$ cat src/rtl/bht_btb_update_pipe_pkg.sv
// Shared definitions for the BHT/BTB update pipeline: FSM encodings,
// entry-word field layout helpers and counter reset values.
package bht_btb_pkg;

    localparam logic [0:0] ST_INIT = 1'b0;
    localparam logic [0:0] ST_RUN  = 1'b1;

    // Low-order mask of the given width (capped at the 64-bit work width)
    function automatic logic [63:0] field_mask(input int width);
        if (width >= 64) begin
            return {64{1'b1}};
        end else begin
            return (64'd1 << width) - 64'd1;
        end
    endfunction

    function automatic int tag_lsb(input int tgt_w);
        return tgt_w;
    endfunction

    function automatic int vld_bit(input int tgt_w, input int tag_w);
        return tgt_w + tag_w;
    endfunction

    function automatic int cnt_lsb(input int tgt_w, input int tag_w);
        return tgt_w + tag_w + 1;
    endfunction

    // Weakly-taken counter value: 2^(CNT_W-1)
    function automatic logic [63:0] cnt_weak_t(input int cnt_w);
        return 64'd1 << (cnt_w - 1);
    endfunction

    // Weakly-not-taken counter value: 2^(CNT_W-1)-1
    function automatic logic [63:0] cnt_weak_nt(input int cnt_w);
        return (64'd1 << (cnt_w - 1)) - 64'd1;
    endfunction

    // Extract one field from an entry word held in 64-bit form
    function automatic logic [63:0] entry_field(input logic [63:0] word, input int lsb, input int width);
        return (word >> lsb) & field_mask(width);
    endfunction

    // Assemble an entry word: target | tag | valid | counter, upper bits zero
    function automatic logic [63:0] entry_pack(input int tgt_w, input int tag_w, input int cnt_w,
                                               input logic [63:0] tgt, input logic [63:0] tag,
                                               input logic vld, input logic [63:0] cnt);
        logic [63:0] w;
        w = tgt & field_mask(tgt_w);
        w = w | ((tag & field_mask(tag_w)) << tag_lsb(tgt_w));
        w = w | (64'(vld) << vld_bit(tgt_w, tag_w));
        w = w | ((cnt & field_mask(cnt_w)) << cnt_lsb(tgt_w, tag_w));
        return w;
    endfunction

endpackage

$ cat src/rtl/bht_btb_update_pipe_if.sv
// Update request channel from execute plus the entry-RAM port.
interface bht_btb_update_pipe_if #(
    parameter int IDX_W  = 6,
    parameter int TAG_W  = 5,
    parameter int TGT_W  = 11,
    parameter int DATA_W = 32
);
    import bht_btb_pkg::*;

    logic              upd_valid;
    logic              upd_ready;
    logic [IDX_W-1:0]  upd_index;
    logic [TAG_W-1:0]  upd_tag;
    logic [TGT_W-1:0]  upd_target;
    logic              upd_is_branch;
    logic              upd_taken;
    logic [IDX_W-1:0]  mem_rd_addr;
    logic [DATA_W-1:0] mem_rd_data;
    logic              mem_wr_en;
    logic [IDX_W-1:0]  mem_wr_addr;
    logic [DATA_W-1:0] mem_wr_data;

    modport master (
        output upd_valid, upd_index, upd_tag, upd_target, upd_is_branch, upd_taken,
        input  upd_ready,
        input  mem_rd_addr, mem_wr_en, mem_wr_addr, mem_wr_data,
        output mem_rd_data
    );

    modport slave (
        input  upd_valid, upd_index, upd_tag, upd_target, upd_is_branch, upd_taken,
        output upd_ready,
        output mem_rd_addr, mem_wr_en, mem_wr_addr, mem_wr_data,
        input  mem_rd_data
    );
endinterface

$ cat src/rtl/bht_btb_update_pipe_entry_update.sv
// Stage-B entry update: tag hit/allocate and saturating counter step.
module bht_btb_entry_update
    import bht_btb_pkg::*;
#(
    parameter int TAG_W  = 5,
    parameter int TGT_W  = 11,
    parameter int CNT_W  = 2,
    parameter int DATA_W = 32
) (
    input  logic [DATA_W-1:0] entry_i,
    input  logic [TAG_W-1:0]  upd_tag_i,
    input  logic [TGT_W-1:0]  upd_tgt_i,
    input  logic              upd_taken_i,
    output logic [DATA_W-1:0] entry_o
);
    localparam logic [CNT_W-1:0] CNT_MAX = {CNT_W{1'b1}};
    localparam logic [CNT_W-1:0] CNT_MIN = {CNT_W{1'b0}};

    logic [TGT_W-1:0] cur_tgt_s, new_tgt_s;
    logic [TAG_W-1:0] cur_tag_s, new_tag_s;
    logic [CNT_W-1:0] cur_cnt_s, new_cnt_s;
    logic             cur_vld_s, new_vld_s, hit_s;

    // Unpack the current entry and form the updated one
    always_comb begin
        cur_tgt_s = TGT_W'(entry_field(64'(entry_i), 0, TGT_W));
        cur_tag_s = TAG_W'(entry_field(64'(entry_i), tag_lsb(TGT_W), TAG_W));
        cur_vld_s = 1'(entry_field(64'(entry_i), vld_bit(TGT_W, TAG_W), 1));
        cur_cnt_s = CNT_W'(entry_field(64'(entry_i), cnt_lsb(TGT_W, TAG_W), CNT_W));
        hit_s     = cur_vld_s && (cur_tag_s == upd_tag_i);

        new_tgt_s = cur_tgt_s;
        new_tag_s = cur_tag_s;
        new_vld_s = cur_vld_s;
        new_cnt_s = cur_cnt_s;

        if (!hit_s) begin
            // Allocate: fresh entry starts at the weak state matching the outcome
            new_tgt_s = upd_tgt_i;
            new_tag_s = upd_tag_i;
            new_vld_s = 1'b1;
            new_cnt_s = upd_taken_i ? CNT_W'(cnt_weak_t(CNT_W)) : CNT_W'(cnt_weak_nt(CNT_W));
        end else if (upd_taken_i) begin
            new_tgt_s = upd_tgt_i;
            new_cnt_s = (cur_cnt_s == CNT_MAX) ? CNT_MAX : cur_cnt_s + CNT_W'(1);
        end else begin
            new_cnt_s = (cur_cnt_s == CNT_MIN) ? CNT_MIN : cur_cnt_s - CNT_W'(1);
        end

        entry_o = DATA_W'(entry_pack(TGT_W, TAG_W, CNT_W, 64'(new_tgt_s), 64'(new_tag_s),
                                     new_vld_s, 64'(new_cnt_s)));
    end
endmodule

$ cat src/rtl/bht_btb_update_pipe.sv
// Pipelined read-modify-write updater for the combined BHT/BTB entry RAM.
// Clears the table after reset, then takes one update per cycle.
module bht_btb_update_pipe
    import bht_btb_pkg::*;
#(
    parameter int DEPTH  = 64,
    parameter int IDX_W  = $clog2(DEPTH),
    parameter int TAG_W  = 5,
    parameter int TGT_W  = 11,
    parameter int CNT_W  = 2,
    parameter int DATA_W = 32
) (
    input  logic                   clk,
    input  logic                   reset,
    bht_btb_update_pipe_if.slave   bus,
    output logic                   init_done
);
    if ((TGT_W + TAG_W + 1 + CNT_W > DATA_W) || (DATA_W > 64) || (CNT_W < 2)) begin : g_bad_cfg
        $error("bht_btb_update_pipe: entry fields do not fit the RAM word");
    end

    logic [0:0]        state_q, state_d;
    logic [IDX_W:0]    init_idx_q, init_idx_d;
    logic              init_done_q, init_done_d;
    // Stage B: captured request
    logic              b_valid_q, b_valid_d, b_br_q, b_br_d, b_taken_q, b_taken_d;
    logic [IDX_W-1:0]  b_idx_q, b_idx_d;
    logic [TAG_W-1:0]  b_tag_q, b_tag_d;
    logic [TGT_W-1:0]  b_tgt_q, b_tgt_d;
    // Stage C: RAM write port registers double as the C index/data
    logic              c_valid_q, c_valid_d, c_wr_q, c_wr_d;
    logic              wr_en_q, wr_en_d;
    logic [IDX_W-1:0]  wr_addr_q, wr_addr_d;
    logic [DATA_W-1:0] wr_data_q, wr_data_d;
    // Stage D: last write, still invisible to a read issued on its write cycle
    logic              d_valid_q, d_valid_d, d_wr_q, d_wr_d;
    logic [IDX_W-1:0]  d_idx_q, d_idx_d;
    logic [DATA_W-1:0] d_data_q, d_data_d;

    logic              accept_s;
    logic [DATA_W-1:0] fwd_entry_s, new_entry_s;

    assign bus.upd_ready   = init_done_q;
    assign bus.mem_rd_addr = bus.upd_index;
    assign bus.mem_wr_en   = wr_en_q;
    assign bus.mem_wr_addr = wr_addr_q;
    assign bus.mem_wr_data = wr_data_q;
    assign init_done       = init_done_q;
    assign accept_s        = bus.upd_valid & init_done_q;

    // Stage-B entry source: newest in-flight write to the same index wins over RAM
    always_comb begin
        if (c_valid_q && c_wr_q && (wr_addr_q == b_idx_q)) begin
            fwd_entry_s = wr_data_q;
        end else if (d_valid_q && d_wr_q && (d_idx_q == b_idx_q)) begin
            fwd_entry_s = d_data_q;
        end else begin
            fwd_entry_s = bus.mem_rd_data;
        end
    end

    bht_btb_entry_update #(
        .TAG_W (TAG_W),
        .TGT_W (TGT_W),
        .CNT_W (CNT_W),
        .DATA_W(DATA_W)
    ) u_entry_update (
        .entry_i    (fwd_entry_s),
        .upd_tag_i  (b_tag_q),
        .upd_tgt_i  (b_tgt_q),
        .upd_taken_i(b_taken_q),
        .entry_o    (new_entry_s)
    );

    // Init sweep FSM and B->C->D pipeline advance
    always_comb begin
        state_d     = state_q;
        init_idx_d  = init_idx_q;
        init_done_d = init_done_q;
        b_valid_d   = 1'b0;
        b_idx_d     = bus.upd_index;
        b_tag_d     = bus.upd_tag;
        b_tgt_d     = bus.upd_target;
        b_br_d      = bus.upd_is_branch;
        b_taken_d   = bus.upd_taken;
        c_valid_d   = 1'b0;
        c_wr_d      = 1'b0;
        wr_en_d     = 1'b0;
        wr_addr_d   = wr_addr_q;
        wr_data_d   = wr_data_q;
        d_valid_d   = 1'b0;
        d_wr_d      = 1'b0;
        d_idx_d     = d_idx_q;
        d_data_d    = d_data_q;

        case (state_q)
            ST_INIT: begin
                if (init_idx_q == (IDX_W+1)'(DEPTH)) begin
                    state_d     = ST_RUN;
                    init_done_d = 1'b1;
                end else begin
                    wr_en_d    = 1'b1;
                    wr_addr_d  = init_idx_q[IDX_W-1:0];
                    wr_data_d  = {DATA_W{1'b0}};
                    init_idx_d = init_idx_q + (IDX_W+1)'(1);
                end
            end
            ST_RUN: begin
                b_valid_d = accept_s;
                c_valid_d = b_valid_q;
                c_wr_d    = b_valid_q & b_br_q;
                wr_en_d   = b_valid_q & b_br_q;
                if (b_valid_q && b_br_q) begin
                    wr_addr_d = b_idx_q;
                    wr_data_d = new_entry_s;
                end else begin
                    wr_addr_d = wr_addr_q;
                    wr_data_d = wr_data_q;
                end
                d_valid_d = c_valid_q;
                d_wr_d    = c_wr_q;
                d_idx_d   = wr_addr_q;
                d_data_d  = wr_data_q;
            end
            default: begin
                state_d = ST_INIT;
            end
        endcase
    end

    // State and pipeline registers; reset drops in-flight work and restarts the sweep
    always_ff @(posedge clk) begin
        if (reset) begin
            state_q     <= ST_INIT;
            init_idx_q  <= {(IDX_W+1){1'b0}};
            init_done_q <= 1'b0;
            b_valid_q   <= 1'b0;
            b_idx_q     <= {IDX_W{1'b0}};
            b_tag_q     <= {TAG_W{1'b0}};
            b_tgt_q     <= {TGT_W{1'b0}};
            b_br_q      <= 1'b0;
            b_taken_q   <= 1'b0;
            c_valid_q   <= 1'b0;
            c_wr_q      <= 1'b0;
            wr_en_q     <= 1'b0;
            wr_addr_q   <= {IDX_W{1'b0}};
            wr_data_q   <= {DATA_W{1'b0}};
            d_valid_q   <= 1'b0;
            d_wr_q      <= 1'b0;
            d_idx_q     <= {IDX_W{1'b0}};
            d_data_q    <= {DATA_W{1'b0}};
        end else begin
            state_q     <= state_d;
            init_idx_q  <= init_idx_d;
            init_done_q <= init_done_d;
            b_valid_q   <= b_valid_d;
            b_idx_q     <= b_idx_d;
            b_tag_q     <= b_tag_d;
            b_tgt_q     <= b_tgt_d;
            b_br_q      <= b_br_d;
            b_taken_q   <= b_taken_d;
            c_valid_q   <= c_valid_d;
            c_wr_q      <= c_wr_d;
            wr_en_q     <= wr_en_d;
            wr_addr_q   <= wr_addr_d;
            wr_data_q   <= wr_data_d;
            d_valid_q   <= d_valid_d;
            d_wr_q      <= d_wr_d;
            d_idx_q     <= d_idx_d;
            d_data_q    <= d_data_d;
        end
    end
endmodule

$ cat src/flat_wrapper.sv
// flat-port wrapper written by rule: the top's interface ports become plain ports
module bht_btb_update_pipe_flat import bht_btb_pkg::*;
#(
    parameter int DEPTH  = 64,
    parameter int IDX_W  = $clog2(DEPTH),
    parameter int TAG_W  = 5,
    parameter int TGT_W  = 11,
    parameter int CNT_W  = 2,
    parameter int DATA_W = 32
)
  (clk, reset, init_done, bus_upd_valid, bus_upd_index, bus_upd_tag, bus_upd_target, bus_upd_is_branch, bus_upd_taken, bus_upd_ready, bus_mem_rd_addr, bus_mem_wr_en, bus_mem_wr_addr, bus_mem_wr_data, bus_mem_rd_data);
  bht_btb_update_pipe_if #(.IDX_W(IDX_W), .TAG_W(TAG_W), .TGT_W(TGT_W), .DATA_W(DATA_W)) bus_i ();
  input  logic clk;
  input  logic reset;
  output logic init_done;
  input wire logic [$bits(bus_i.upd_valid)-1:0] bus_upd_valid;
  input wire logic [$bits(bus_i.upd_index)-1:0] bus_upd_index;
  input wire logic [$bits(bus_i.upd_tag)-1:0] bus_upd_tag;
  input wire logic [$bits(bus_i.upd_target)-1:0] bus_upd_target;
  input wire logic [$bits(bus_i.upd_is_branch)-1:0] bus_upd_is_branch;
  input wire logic [$bits(bus_i.upd_taken)-1:0] bus_upd_taken;
  output wire logic [$bits(bus_i.upd_ready)-1:0] bus_upd_ready;
  output wire logic [$bits(bus_i.mem_rd_addr)-1:0] bus_mem_rd_addr;
  output wire logic [$bits(bus_i.mem_wr_en)-1:0] bus_mem_wr_en;
  output wire logic [$bits(bus_i.mem_wr_addr)-1:0] bus_mem_wr_addr;
  output wire logic [$bits(bus_i.mem_wr_data)-1:0] bus_mem_wr_data;
  input wire logic [$bits(bus_i.mem_rd_data)-1:0] bus_mem_rd_data;
  assign bus_i.upd_valid = bus_upd_valid;
  assign bus_i.upd_index = bus_upd_index;
  assign bus_i.upd_tag = bus_upd_tag;
  assign bus_i.upd_target = bus_upd_target;
  assign bus_i.upd_is_branch = bus_upd_is_branch;
  assign bus_i.upd_taken = bus_upd_taken;
  assign bus_upd_ready = bus_i.upd_ready;
  assign bus_mem_rd_addr = bus_i.mem_rd_addr;
  assign bus_mem_wr_en = bus_i.mem_wr_en;
  assign bus_mem_wr_addr = bus_i.mem_wr_addr;
  assign bus_mem_wr_data = bus_i.mem_wr_data;
  assign bus_i.mem_rd_data = bus_mem_rd_data;
  bht_btb_update_pipe #(.DEPTH(DEPTH), .IDX_W(IDX_W), .TAG_W(TAG_W), .TGT_W(TGT_W), .CNT_W(CNT_W), .DATA_W(DATA_W)) u_core (.clk(clk), .reset(reset), .bus(bus_i), .init_done(init_done));
endmodule
$ cat config.mk
export PLATFORM = sky130hd
export DESIGN_NAME = bht_btb_update_pipe_flat
export DESIGN_NICKNAME = d
export VERILOG_FILES = /design/src/rtl/bht_btb_update_pipe_pkg.sv /design/src/rtl/bht_btb_update_pipe_if.sv /design/src/rtl/bht_btb_update_pipe_entry_update.sv /design/src/rtl/bht_btb_update_pipe.sv /design/src/flat_wrapper.sv
export SDC_FILE = /design/constraint.sdc
export NUM_CORES = 1
export LEC_CHECK = 0
export ABC_AREA = 1
export BUFFER_PORTS_ARGS = -buffer_cell sky130_fd_sc_hd__buf_2
export CELL_PAD_IN_SITES_DETAIL_PLACEMENT = 0
export CELL_PAD_IN_SITES_GLOBAL_PLACEMENT = 1
export CORE_UTILIZATION = 42
export CTS_BUF_LIST = sky130_fd_sc_hd__clkbuf_2
export CTS_CLUSTER_DIAMETER = 100
export DETAILED_ROUTE_END_ITERATION = 10
export HOLD_SLACK_MARGIN = 0.1
export PLACE_DENSITY = 0.79
export SLEW_MARGIN = 10
export SYNTH_ARGS = -nofsm -noshare
export SYNTH_HDL_FRONTEND = slang
export SYNTH_HIERARCHICAL = 1
export SYNTH_SLANG_ARGS = --single-unit
export TNS_END_PERCENT = 50
$ cat constraint.sdc
create_clock -name clk -period 2.2 [get_ports clk]
set_input_delay 0.22 -clock clk [delete_from_list [all_inputs] [get_ports clk]]
set_output_delay 0.22 -clock clk [all_outputs]
set_load 0.02 [all_outputs]
==> out/metrics.yaml, run 1 <==
outcome:
  status: "finished clean"
clock_network:
  cts_tree: "built"
  clk_latency_ns: 0.63
  cts_made_buffers: 9
  root_buffer: "clkbuf_2"
  numClockSinks: 102
  htree_levels: 3
  max-clock-path-buffers: 2
  clk_pin_slew_ns: 0.30
sta:
  rsz0062_at_grt: "true"
  hold_violations: 0
  fmax_ghz: 0.466
  period_needed_ns: 2.15
  slew_viol_final: 0
  fin_skew_ns: 0.0399
  finalSetupViolCount: 0
  min_period_over_period_pct: 97.5
setup_path:
  cp.arrival_ns: 2.70
  path_class: "register to register"
  critPathSlowestCell: "dfxtp_2"
  r2r-end: "u_core/bus.mem_wr_data[18]$_SDFFE_PP0P_"
  worst_r2r_path_depth: 17
  r2r_slack_ns: 0.05
  cp_slowest_stage_delay_ns: 0.42
  cp_max_fo: 8
  cp_common_cell: "nand2_2"
  start_kind: "register"
  crit_chain: "inv_2 > a21oi_2 > nand2_2 > nor2_8 > nand2_4 > nand2_2 > nand3_2 > nand2_2 > inv_2 > nand2_2 > nand2_2 > nor2_4 > nand3_2 > nand2_1 > nand2_1 > nand2_1 > o21ai_1"
  timing.rr.start: "u_core/b_idx_q[5]$_SDFF_PP0_"
  critPathCaptureType: "register"
  required_ns: 2.75
layout:
  syn_to_final_growth_pct: 22.6
  num-nets-final: 936
  fin_cells: 1049
  layout_commonest_cell: "nand2_1"
  final_cell_mix: "nand2_1 (182), buf_2 (92), inv_1 (92), dfxtp_1 (92), dlygate4sd3_1 (50)"
  n_fill_cell: 1230
  drive_above_1_share_pct: 25.9
  fin_util_pct: 53.2
route:
  wl_per_cell_um: 12.6
  dr.pass1.iters: 5
  antenna_left: 0
  dr.first_iter.drc_count: 246
  drcViolationCount: 0
  routed_wl_mm: 13.2
  viasPerCell: 4.64
  num_vias: 4867
worst_hold_path:
  worstHoldEndpoint: "u_core/bus.mem_wr_data[6]$_SDFFE_PP0P_"
  hold_depth: 11
  hp-start: "bus_mem_rd_data[6]"
  hold_path.class: "input pin to register"
synthesis:
  avgSynthCellArea_um2: 6.99
  synth_warnings: 6
  synth_area_um2: 5260
  syn_inst: 752
power:
  p_sw_w: 0.000979
  seq_power_share_pct: 58.8
  total_power_w: 0.00325
  combPwrFrac_pct: 14.3
  p_int_w: 0.00227
  swShare_pct: 30.1
  cellPowerDensity_nw_per_um2: 505
  vdd_drop_max_mv: 0.408
  p_leak_nw: 3.07
  clkPwrFrac_pct: 27.0
global_route:
  grt_use_total_pct: 20.9
  grt_max_degree: 30
  grt_pass1_vias: 4585
  antenna_found_initial: 1
  grt_overflow: 0
  grt_pass1_wl_mm: 21.5
floorplan:
  io_pins: 106
  die_x_um: 114
  die_area_um2: 13000
  start_util_pct: 43.4
  row_count: 40
  core_um2: 12100
  die_y_um: 114
placed_design:
  port_buffers: 92
  dp.cells: 974
  dpl.hpwl_mm: 8.99
  place.gp.congestion: 0.791
job:
  maxCapViolCount: 0
power by group through the flow:
stage / Sequential [W] / Combinational (W) / Clock (W)
after floorplan: 0.00194 / 0.000279 / 0
after global placement: 0.00194 / 0.000356 / 0
after detailed placement: 0.00195 / 0.000360 / 0
after CTS: 0.00191 / 0.000428 / 0.000916
after global routing: 0.00192 / 0.000514 / 0.000987
final: 0.00191 / 0.000464 / 0.000877
critical path: cells and delay by family, from the launching register on:
family / cells / cell delay, ns
AND/OR/NAND/NOR: 13 / 1.40
buffers and inverters: 2 / 0.09
AO/OA/AOI/OAI: 2 / 0.20
flip-flops: 1 / 0.42
how the worst max path moves through the flow:
stage | startpoint | end | slack (ns) | depth (start not counted)
floorplan | u_core/bus.mem_wr_addr[4]$_SDFFE_PP0P_ | u_core/bus.mem_wr_data[0]$_SDFFE_PP0P_ | 0.09 | 17
global placement | u_core/b_idx_q[0]$_SDFF_PP0_ | u_core/bus.mem_wr_data[7]$_SDFFE_PP0P_ | 0.08 | 14
detailed placement | u_core/b_idx_q[1]$_SDFF_PP0_ | u_core/bus.mem_wr_data[8]$_SDFFE_PP0P_ | 0.07 | 15
CTS | u_core/b_idx_q[1]$_SDFF_PP0_ | u_core/bus.mem_wr_data[8]$_SDFFE_PP0P_ | 0.009 | 14
global route | u_core/b_idx_q[5]$_SDFF_PP0_ | u_core/bus.mem_wr_data[7]$_SDFFE_PP0P_ | -0.11 | 17
finish | u_core/b_idx_q[5]$_SDFF_PP0_ | u_core/bus.mem_wr_data[18]$_SDFFE_PP0P_ | 0.05 | 17
timing repair:
item                                   CTS  global route
hold buffers                            50             0
setup buffers                            0             5
setup endpoints to repair                0            13
resized for setup                        0            30
endpoints found under the hold margin   31             0
registers in the layout (all words and copies together) (netlist names), 5 cells and up:
register and flops:
u_core/bus.mem_wr_data 32, u_core/d_data_q 19, u_core/b_tgt_q 11, u_core/init_idx_q 7, u_core/b_idx_q 6, u_core/bus.mem_wr_addr 6
u_core/d_idx_q 6, u_core/b_tag_q 5
area by class of cell:
type	instances	area [µm²]	share of cell area (%)
tap	168	210	3.26
inverter	104	390	6.06
clock inverter	7	60.1	0.932
multi-input combinational	487	2470	38.3
sequential	102	2060	32.0
timing repair buffer	171	1200	18.7
clock buffer	9	45.0	0.699
antenna	1	2.50	0.0388
per-stage QoR:
step           setup TNS [ns]  setup slack (ns)  hold WS [ns]  area (µm²)
6_report                    0            0.0541         0.241        6440
4_1_cts                     0           0.00880         0.176        6310
3_3_place_gp                0            0.0826         0.416        5700
2_1_floorplan               0            0.0949         0.327        5300
5_1_grt                -0.900            -0.105         0.225        6440
3_5_place_dp                0            0.0699         0.418        5700
metal layers:
metal / vias to the layer above / global-route usage, % / wire [µm]
met3: 21 / 3.08 / 561
met1: 2176 / 26.8 / 6040
met4: 0 / 8.83 / 263
met2: 114 / 35.3 / 6350
met5: - / 0 / 0
li1: 2556 / - / -
Note: power is estimated with default switching activity, not from simulation.
==> inputs of run 2 (changes only) <==
Settings changed: BUFFER_PORTS_ARGS -buffer_cell sky130_fd_sc_hd__buf_2 to -buffer_cell sky130_fd_sc_hd__clkbuf_2, CORE_ASPECT_RATIO from default to 1.25.
==> out/metrics.yaml, run 2 (same netlist as run 1, synthesis figures left out) <==
placed_design:
  dpl.hpwl_mm: 8.77  # -2.4%
  place.gp.congestion: 0.782  # -1.0%
  postPlaceCellArea_um2: 5690  # -0.22%
  dp.cells: 969  # -0.51%
  port_buffers: 92  # unchanged
global_route:
  antenna_found_initial: 1  # unchanged
  grt_pass1_wl_mm: 21.2  # -1.3%
  grt_max_degree: 41  # +37%
  grt_use_total_pct: 20.7  # -0.26 points
  grt_pass1_vias: 4545  # -0.87%
  grt_overflow: 0  # unchanged
worst_hold_path:
  hold_path.class: "input pin to register"
  hp-start: "bus_mem_rd_data[7]"
setup_path:
  startpoint: "u_core/b_idx_q[3]$_SDFF_PP0_"
  cp_max_fo: 8  # unchanged
  r2r_slack_ns: 0.02  # -0.03 ns
  cp_slowest_stage_delay_ns: 0.41  # about the same
  crit_chain: "inv_2 > nand2_1 > nand2_1 > inv_2 > nand2_4 > nor2_8 > nand2_8 > nand2_4 > nand3_2 > nand2_2 > inv_2 > nand2_1 > nand2_2 > nor2_4 > buf_6 > nand4_1 > nand2_1 > nand2_1 > o21ai_1"
  cp.arrival_ns: 2.67  # -0.03 ns
  required_ns: 2.69  # -0.06 ns
  cp_common_cell: "nand2_1"
  critPathCaptureType: "register"
  path_class: "register to register"
  timing.rr.start: "u_core/b_idx_q[3]$_SDFF_PP0_"
  start_kind: "register"
  critPathSlowestCell: "dfxtp_2"
clock_network:
  root_buffer: "clkbuf_2"
  numClockSinks: 102  # unchanged
  clk_pin_slew_ns: 0.24  # -0.06 ns
  max-clock-path-buffers: 2  # unchanged
  clk_latency_ns: 0.55  # -0.08 ns
  cts_made_buffers: 9  # unchanged
  htree_levels: 3  # unchanged
  cts_tree: "built"
route:
  antenna_left: 0  # unchanged
  num_vias: 4852  # -0.31%
  viasPerCell: 4.70  # +1.2%
  dr.pass1.iters: 5  # unchanged
  dr.first_iter.drc_count: 242  # -1.6%
  routed_wl_mm: 13.1  # -0.54%
  drcViolationCount: 0  # unchanged
  wl_per_cell_um: 12.7  # +1.0%
floorplan:
  die_x_um: 102  # -10%
  core_um2: 12200  # +0.41%
  die_y_um: 127  # +12%
  io_pins: 106  # unchanged
  row_count: 45  # +13%
  start_util_pct: 43.2  # -0.18 points
  die_area_um2: 13000  # about the same
layout:
  final_design_area_no_fill_um2: 6380  # -1.0%
  n_fill_cell: 1223  # -0.57%
  fin_cells: 1033  # -1.5%
  final_cell_mix: "nand2_1 (178), clkbuf_2 (103), inv_1 (92), dfxtp_1 (92), nor2_1 (47)"
  syn_to_final_growth_pct: 21.4
  drive_above_1_share_pct: 27.1  # +1.2 points
  largest_reg_flops: 32  # unchanged
  layout_commonest_cell: "nand2_1"
  num-nets-final: 926  # -1.1%
sta:
  slew_headroom_pct: 64.8
  finalSetupViolCount: 0  # unchanged
  period_needed_ns: 2.18  # +0.0295 ns
  rsz0062_at_grt: "true"
  min_period_over_period_pct: 98.9  # +1.3 points
  hold_violations: 0  # unchanged
  fin_skew_ns: 0.0172  # -0.0226 ns
  worstMarginPinSlew_ns: 0.528
  slew_viol_final: 0  # unchanged
  fmax_ghz: 0.460  # -1.4%
power:
  p_leak_nw: 2.98  # -2.8%
  vdd_drop_max_mv: 0.299  # -27%
  cellPowerDensity_nw_per_um2: 502  # -0.50%
  total_power_w: 0.00320  # -1.5%
job:
  maxCapViolCount: 0  # unchanged
outcome:
  status: "finished clean"
==> run 2: cell count changes in the layout (fill, tap and decap cells not counted), sizes merged <==
cell / change
buf: -90
bufinv: +1
clkbuf: +94
clkinvlp: -1
dlygate4sd3: -12
inv: -4
==> run 2: layer usage <==
layer | share of wire (%) | up-vias | wire (µm) | global-route usage [%]
met3 | 3.2 | 16 | 426 | 3.61
met1 | 44 | 2171 | 5820 | 25.7
met4 | 1.6 | 0 | 204 | 7.06
li1 | - | 2549 | - | -
met5 | 0 | - | 0 | 0
met2 | 51 | 116 | 6690 | 35.7
==> run 2: path summary, 6_finish.rpt <==
kind / end / cells past startpoint
worst max-delay path: u_core/bus.mem_wr_data[6]$_SDFFE_PP0P_ / 19
worst min-delay path: u_core/bus.mem_wr_data[7]$_SDFFE_PP0P_ / 11
worst max register to register: u_core/bus.mem_wr_data[6]$_SDFFE_PP0P_ / 19
worst min register to register: u_core/d_wr_q$_SDFF_PP0_ / 2
==> run 2: area by class of cell <==
| class | count | area, µm² | share of cell area (%) |
|---|---|---|---|
| tap | 164 | 205 | 3.22 |
| multi-input combinational | 487 | 2530 | 39.6 |
| inverter | 104 | 390 | 6.12 |
| clock buffer | 11 | 55.1 | 0.863 |
| clock inverter | 3 | 37.5 | 0.588 |
| sequential | 102 | 2060 | 32.4 |
| antenna | 1 | 2.50 | 0.0392 |
| timing repair buffer | 161 | 1100 | 17.2 |
==> run 2: through the flow <==
step	hold slack, ns	utilization (%)	TNS, ns	setup WS, ns
5_1_grt	0.272	52.4	-1.35	-0.122
4_1_cts	0.234	50.7	0	0.00390
2_1_floorplan	0.327	-	0	0.0949
3_3_place_gp	0.416	46.8	0	0.0992
3_5_place_dp	0.418	46.8	0	0.0488
6_report	0.317	52.4	0	0.0246
==> run 2: power by group <==
part           switching, W  internal, W  leakage, nW
Clock              0.000576     0.000253       0.0630
Combinational      0.000259     0.000207         2.09
Sequential        0.0000263      0.00188        0.834
==> run 2: repair_timing <==
item                                   in CTS  in global routing
setup endpoints to repair                   0                 13
endpoints found under the hold margin      26                  0
gates resized for setup                     0                 50
setup buffers                               0                  7
hold buffers                               38                  0
==> run 2: critical path, delay by kind of cell (launching register included) <==
family	cells	cell delay [ns]
buf+inv	4	0.33
compound gates	1	0.09
simple gates	14	1.29
flops	1	0.41
